$ cat config.mk
export PLATFORM = sky130hd
export DESIGN_NAME = sram_burst_ctrl
export DESIGN_NICKNAME = d
export VERILOG_FILES = /design/src/rtl/sram_burst_ctrl.sv
export SDC_FILE = /design/constraint.sdc
export NUM_CORES = 1
export LEC_CHECK = 0
export BUFFER_PORTS_ARGS = -buffer_cell sky130_fd_sc_hd__buf_2
export CAP_MARGIN = 20
export CORE_AREA = 2 2 134 136
export CTS_BUF_LIST = sky130_fd_sc_hd__clkbuf_2 sky130_fd_sc_hd__clkbuf_4 sky130_fd_sc_hd__clkbuf_8
export CTS_CLUSTER_DIAMETER = 200
export CTS_CLUSTER_SIZE = 20
export DETAILED_ROUTE_END_ITERATION = 7
export DIE_AREA = 0 0 136 138
export PLACE_DENSITY = 0.49
export SLEW_MARGIN = 20
export SYNTH_ARGS = -nofsm -noshare
export SYNTH_HDL_FRONTEND = slang
export SYNTH_SLANG_ARGS = --single-unit
$ cat constraint.sdc
create_clock -name clk -period 4.05 [get_ports clk]
set_input_delay 0 -clock clk [delete_from_list [all_inputs] [get_ports clk]]
set_output_delay 0 -clock clk [all_outputs]
set_load 0.02 [all_outputs]
$ cat src/rtl/sram_burst_ctrl.sv
// sram_burst_ctrl: request-side controller for the 256x128x8 SRAM macro.
// Optional power-on zero sweep: define SRAM_BURST_CTRL_CLEAR_EN.

module sram_burst_ctrl #(
   parameter int ADDR_W   = 12,
   parameter int DATA_W   = 8,
   parameter int LEN_W    = 8,
   parameter int READ_LAT = 1
) (
   input  logic              clk,
   input  logic              resetn,
   input  logic              req_valid,
   output logic              req_ready,
   input  logic              req_write,
   input  logic [ADDR_W-1:0] req_addr,
   input  logic [LEN_W-1:0]  req_len,
   input  logic [DATA_W-1:0] req_wdata,
   output logic              rd_valid,
   input  logic              rd_ready,
   output logic [DATA_W-1:0] rd_data,
   output logic              rd_last,
   output logic              busy,
   output logic [ADDR_W-1:0] sram_addr,
   output logic [DATA_W-1:0] sram_din,
   output logic              sram_write_en,
   output logic              sram_sense_en,
   input  logic [DATA_W-1:0] sram_dout
);

   typedef enum logic [2:0] {CLEAR, IDLE, WRITE, READ, DRAIN} state_t;

`ifdef SRAM_BURST_CTRL_CLEAR_EN
   localparam state_t RST_STATE = CLEAR;
`else
   localparam state_t RST_STATE = IDLE;
`endif

   state_t            state, state_nxt;
   logic              hs, wr_go, rd_go, issue;
   logic              pop, push, credit_ok;
   logic              all_issued, clr_done;
   logic [3:0]        inflight, used;
   logic [ADDR_W-1:0] wr_addr, nxt_addr;
   logic [DATA_W-1:0] wr_data;
   logic [LEN_W-1:0]  len_q, iss_idx, out_cnt;
   logic [1:0]        pipe;
   logic [DATA_W-1:0] fifo_mem [4];
   logic [1:0]        wptr, rptr;
   logic [2:0]        fifo_cnt;

`ifdef SRAM_BURST_CTRL_CLEAR_EN
   logic [ADDR_W-1:0] clr_addr;
   assign clr_done = &clr_addr;
`else
   assign clr_done = 1'b1;
`endif

   // Credits: beats on the SRAM pins, in the capture pipe, and in the FIFO.
   assign inflight = 4'(sram_sense_en) + 4'(pipe[0])
                   + 4'(pipe[1] && (READ_LAT == 2));
   assign used = inflight + 4'(fifo_cnt) - 4'(pop);
   assign credit_ok = (used < 4'd4);
   assign all_issued = (iss_idx == len_q);

   assign push = pipe[READ_LAT-1];
   assign rd_valid = (fifo_cnt != 3'd0);
   assign rd_data = fifo_mem[rptr];
   assign rd_last = rd_valid && (out_cnt == len_q);
   assign pop = rd_valid && rd_ready;

   // State register.
   always_ff @(posedge clk or negedge resetn) begin
      if (!resetn) state <= RST_STATE;
      else         state <= state_nxt;
   end

   // Next-state logic.
   always_comb begin
      state_nxt = state;
      unique case (state)
         CLEAR: if (clr_done) state_nxt = IDLE;
         IDLE:  if (hs) state_nxt = req_write ? WRITE : READ;
         WRITE: state_nxt = IDLE;
         READ:  if (all_issued) state_nxt = DRAIN;
         DRAIN: if (used == 4'd0) state_nxt = IDLE;
         default: state_nxt = IDLE;
      endcase
   end

   // Handshake, issue decisions and status outputs.
   always_comb begin
      req_ready = 1'b0;
      busy      = 1'b0;
      if (resetn) begin
         req_ready = (state == IDLE);
         busy      = (state != IDLE);
      end
      hs      = req_valid && req_ready;
      wr_go   = (hs && req_write) || (state == CLEAR);
      rd_go   = hs && !req_write;
      issue   = rd_go || (state == READ && !all_issued && credit_ok);
      wr_addr = req_addr;
      wr_data = req_wdata;
`ifdef SRAM_BURST_CTRL_CLEAR_EN
      if (state == CLEAR) begin
         wr_addr = clr_addr;
         wr_data = '0;
      end
`endif
   end

   // Registered SRAM pins, burst address and beat counters.
   always_ff @(posedge clk or negedge resetn) begin
      if (!resetn) begin
         sram_addr     <= '0;
         sram_din      <= '0;
         sram_write_en <= 1'b0;
         sram_sense_en <= 1'b0;
         nxt_addr      <= '0;
         len_q         <= '0;
         iss_idx       <= '0;
         out_cnt       <= '0;
         pipe          <= '0;
      end else begin
         sram_write_en <= wr_go;
         sram_sense_en <= issue;
         pipe          <= {pipe[0], sram_sense_en};
         if (wr_go) begin
            sram_addr <= wr_addr;
            sram_din  <= wr_data;
         end
         if (rd_go) begin
            sram_addr <= req_addr;
            nxt_addr  <= req_addr + ADDR_W'(1);
            len_q     <= req_len;
            iss_idx   <= '0;
         end else if (issue) begin
            sram_addr <= nxt_addr;
            nxt_addr  <= nxt_addr + ADDR_W'(1);
            iss_idx   <= iss_idx + LEN_W'(1);
         end
         if (rd_go)    out_cnt <= '0;
         else if (pop) out_cnt <= out_cnt + LEN_W'(1);
      end
   end

   // Read-data FIFO, four entries.
   always_ff @(posedge clk or negedge resetn) begin
      if (!resetn) begin
         for (int i = 0; i < 4; i++) fifo_mem[i] <= '0;
         wptr     <= '0;
         rptr     <= '0;
         fifo_cnt <= '0;
      end else begin
         if (push) begin
            fifo_mem[wptr] <= sram_dout;
            wptr <= wptr + 2'd1;
         end
         if (pop) rptr <= rptr + 2'd1;
         fifo_cnt <= fifo_cnt + 3'(push) - 3'(pop);
      end
   end

`ifdef SRAM_BURST_CTRL_CLEAR_EN
   // Sweep address for the power-on clear.
   always_ff @(posedge clk or negedge resetn) begin
      if (!resetn)              clr_addr <= '0;
      else if (state == CLEAR)  clr_addr <= clr_addr + ADDR_W'(1);
   end
`endif

endmodule

==> results_dict.tcl <==
set metrics [dict create \
    number_of_diodes 0 \
    timing.critical_path.to_type "flip-flop" \
    layout.core_utilization_pct 35.9 \
    drtPass1Iterations 6 \
    drv.max_cap_violation_count 0 \
    postSynth.topFlopCell "dfrtp_1" \
    synth_compound_area_share_pct 5.56 \
    layout-drive-gt1-share_pct 27.1 \
    rsz0062_at_grt "no" \
    via_count 3703 \
    via_count_of_the_first_global_routing_pass 3798 \
    cpMaxStageDelayCell "dfrtp_1" \
    count_of_port_buffers_added_during_placement 74 \
    synth_seq_cells 101 \
    yosys.area_share.simple_pct 14.8 \
    cts_root_buffer "clkbuf_8" \
    xor_xnor_share_of_the_synthesized_area_pct 8.23 \
    top_level_ports 75 \
    worst_ep_required_time_ps 4360 \
    synth-edff-count 0 \
    synth_top_cells_by_count "100 x dfrtp_1, 74 x nand2_1, 41 x mux2_2" \
    pre_cts_setup_slack_ps 354 \
    synth_area_leader_cell "dfrtp_1" \
    synthToLayoutAreaGrowth_pct 23.3 \
    yosys.cell_types.count 46 \
    clock_latency_ps 390 \
    critical_path.top_delay_family "simple AND/OR/NAND/NOR gates" \
    final_number_of_max_transition_violations 0 \
    clk_pin_slew_worst_paths_ps 110 \
    die_height_um 138 \
    vdd_ir_drop_max_mv 0.298 \
    grt_max_degree 70 \
    post-route-period-util_pct 91.2 \
    clock-sinks 101 \
    fillers 1796 \
    gp_congestion 0.791 \
    wl_met1_um 5460 \
    initialDrtViolationCount 130 \
    total_leakage_power_nw 2.77 \
    post_detailed_placement_half_perimeter_wirelength_um 8160 \
    synth.cell_area_um2 5110 \
    coreArea_um2 17500 \
    most_frequent_cell_after_synthesis "dfrtp_1" \
    fin_skew_ps 12.5 \
    min-delay-path-class "in2reg" \
    synth_top_family_by_area "multiplexers" \
    synthesis.nets 514 \
    post_drt_wl_per_cell_um 14.4 \
    grt_antenna_before_repair 0 \
    longest_individual_stage_delay_on_the_worst_path_ps 450 \
    overflow 0 \
    topRoutingLayerUsed "met4" \
    design.final.nets 625 \
    report.final.hold_viol_count 0 \
    yosys_warnings 0 \
    timing.slew.headroom_pct 42.1 \
    initial_utilization_pct 29.1 \
    num_rows 49 \
    timing.final.crit_period_ps 3690 \
    cp_max_fanout 14 \
    stdcell_area_um2 6300 \
    finalNonFillerCells 805 \
    start_kind "flip-flop" \
    timing.critical_path.cells "or3_1, and2_1, nand2b_1, nand2_1, fa_1, fa_1, nor3_1, a31oi_2, or2_1, or3_1, a31oi_1" \
    power.density_cell_area_nw_per_um2 755 \
    cts_tree "yes" \
    worstMarginPinSlew_ps 869 \
    timing.final.ws_setup_ps 357 \
    synthDominantCellAreaShare_pct 49.0 \
    finalWirelength_um 11600 \
    placedCellCount 750 \
    vias_per_cell 4.60 \
    cts.htree.levels 3 \
    ctsLongestPathBuffers 2 \
    status "completed" \
    fp.dieW_um 136 \
    route.met3.wl_um 385 \
    timing.fmax_ghz 0.271 \
    die-area_um2 18800 \
    grt_first_pass_wirelength_um 19300 \
    yosysSeqAreaShare_pct 49.5 \
    proportion_of_register_bits_with_asynchronous_set_or_reset_after_synthesis_pct 100 \
    report.final.setup_viol 0 \
    setup_crit_path_kind "reg2reg" \
    timing.critical_path.buf_inv 0 \
    detailed_place.area_um2 5720 \
    ant_nets 0 \
    track_usage_pct 13.0 \
    number_of_instances_in_the_synthesized_netlist 460 \
    met2WireLength_um 5600 \
    detail_route.drc_violations 0 \
    cts.repair.resized 0 \
    arrival_ps 4010 \
    synth.area.mux_share_pct 15.5 \
    avgSynthCellArea_um2 11.1 \
    fin_tns_setup_ps 0 \
    synth_adder_area_share_pct 3.62 \
    post_synth_main_area_contributors "dfrtp_1 49%, mux2_2 9.0%, nand2_1 5.4%" \
    total_clock_buffers_created_by_cts 9 \
]
worst reg2reg max path, delay by kind of cell, from the launching register on:
family,cells,cell delay [ps]
AND/OR/NAND/NOR,7,1990
adder cells (fa/ha/maj),2,830
AO/OA/AOI/OAI,2,340
flip-flops,1,450
kinds of logic (layout without fill, tap and decap cells):
family          count (synthesis)  count (layout)
simple gates                  162             162
flops                         101             101
mux                            64              64
xor+xnor                       48              48
compound gates                 43              43
buf+inv                        29             145
fa+ha+maj                      13              13
where the power goes:
part | internal, mW | leakage (nW) | switching (mW)
clock network | 0.249 | 0.0903 | 0.387
logic | 1.02 | 1.46 | 1.11
registers | 1.51 | 1.21 | 0.477
metrics by stage:
stage | hold slack, ps | total power, mW
6_report | 30.9 | 4.76
5_1_grt | 27.4 | 5.15
3_3_place_gp | 105 | 4.07
2_1_floorplan | -296 | 3.52
3_5_place_dp | 116 | 4.16
4_1_cts | 9.19 | 4.85
timing repair:
action | in CTS | in global routing
setup buffers | 0 | 0
hold buffers | 39 | 0
hold endpoints to repair | 105 | 0
worst paths after layout:
| kind | from | cells past startpoint | endpoint | slack [ps] |
|---|---|---|---|---|
| min | rd_ready | 3 | rptr[0] | 30 |
| min in group asynchronous | resetn | 3 | sram_din[3] | 250 |
| max in group asynchronous | resetn | 4 | state[1] | 2550 |
| max | fifo_cnt[0] | 11 | nxt_addr[4] | 360 |
| min reg2reg | fifo_mem[11] | 1 | fifo_mem[11] | 510 |
| max reg2reg | fifo_cnt[0] | 11 | nxt_addr[4] | 360 |
cell type report:
type,instances,area [um^2],share of cell area (%)
well taps,229,287,4.55
flip-flops and latches,101,2530,40.1
clock inverters,6,50.0,0.794
repair buffers,120,816,12.9
clock buffers,10,138,2.18
inverters,9,33.8,0.536
multi-input cells,330,2450,38.8
sequential cells by signal, summed over array words and instances, names as in the netlist:
signal	flops
nxt_addr	12
state	3
fifo_mem	32
fifo_cnt	3
sram_din	8
sram_sense_en	1
sram_write_en	1
rptr	2
pipe	1
out_cnt	8
iss_idx	8
sram_addr	12
wptr	2
len_q	8
per-layer routing:
layer | vias up | global-route usage, %
met5 | - | 0
met4 | 0 | 4.44
met3 | 12 | 2.71
met2 | 58 | 20.7
met1 | 1823 | 17.5
li1 | 1810 | -
cell usage in the layout, fill, tap and decap left out, types with 2 or more instances in the layout:
cell / count
xor2_1: 19
mux4_2: 8
nor2_1: 25
xnor2_1: 29
ha_1: 10
inv_1: 9
dlygate4sd3_1: 39
clkinvlp_4: 2
or3_1: 3
or2_1: 2
nand4_2: 2
clkbuf_8: 10
nor3_1: 7
nor4_1: 6
buf_2: 73
mux2i_1: 15
and2_1: 3
nand4_1: 5
mux2_2: 41
fa_1: 3
o21ai_0: 12
a32oi_1: 2
o211ai_1: 2
nor2b_1: 2
a21oi_1: 8
inv_6: 4
dfrtp_1: 100
nand2_1: 74
buf_4: 8
o21ai_1: 10
and3_1: 6
nand3_1: 20
No activity file was read; power rests on OpenSTA's default activity.
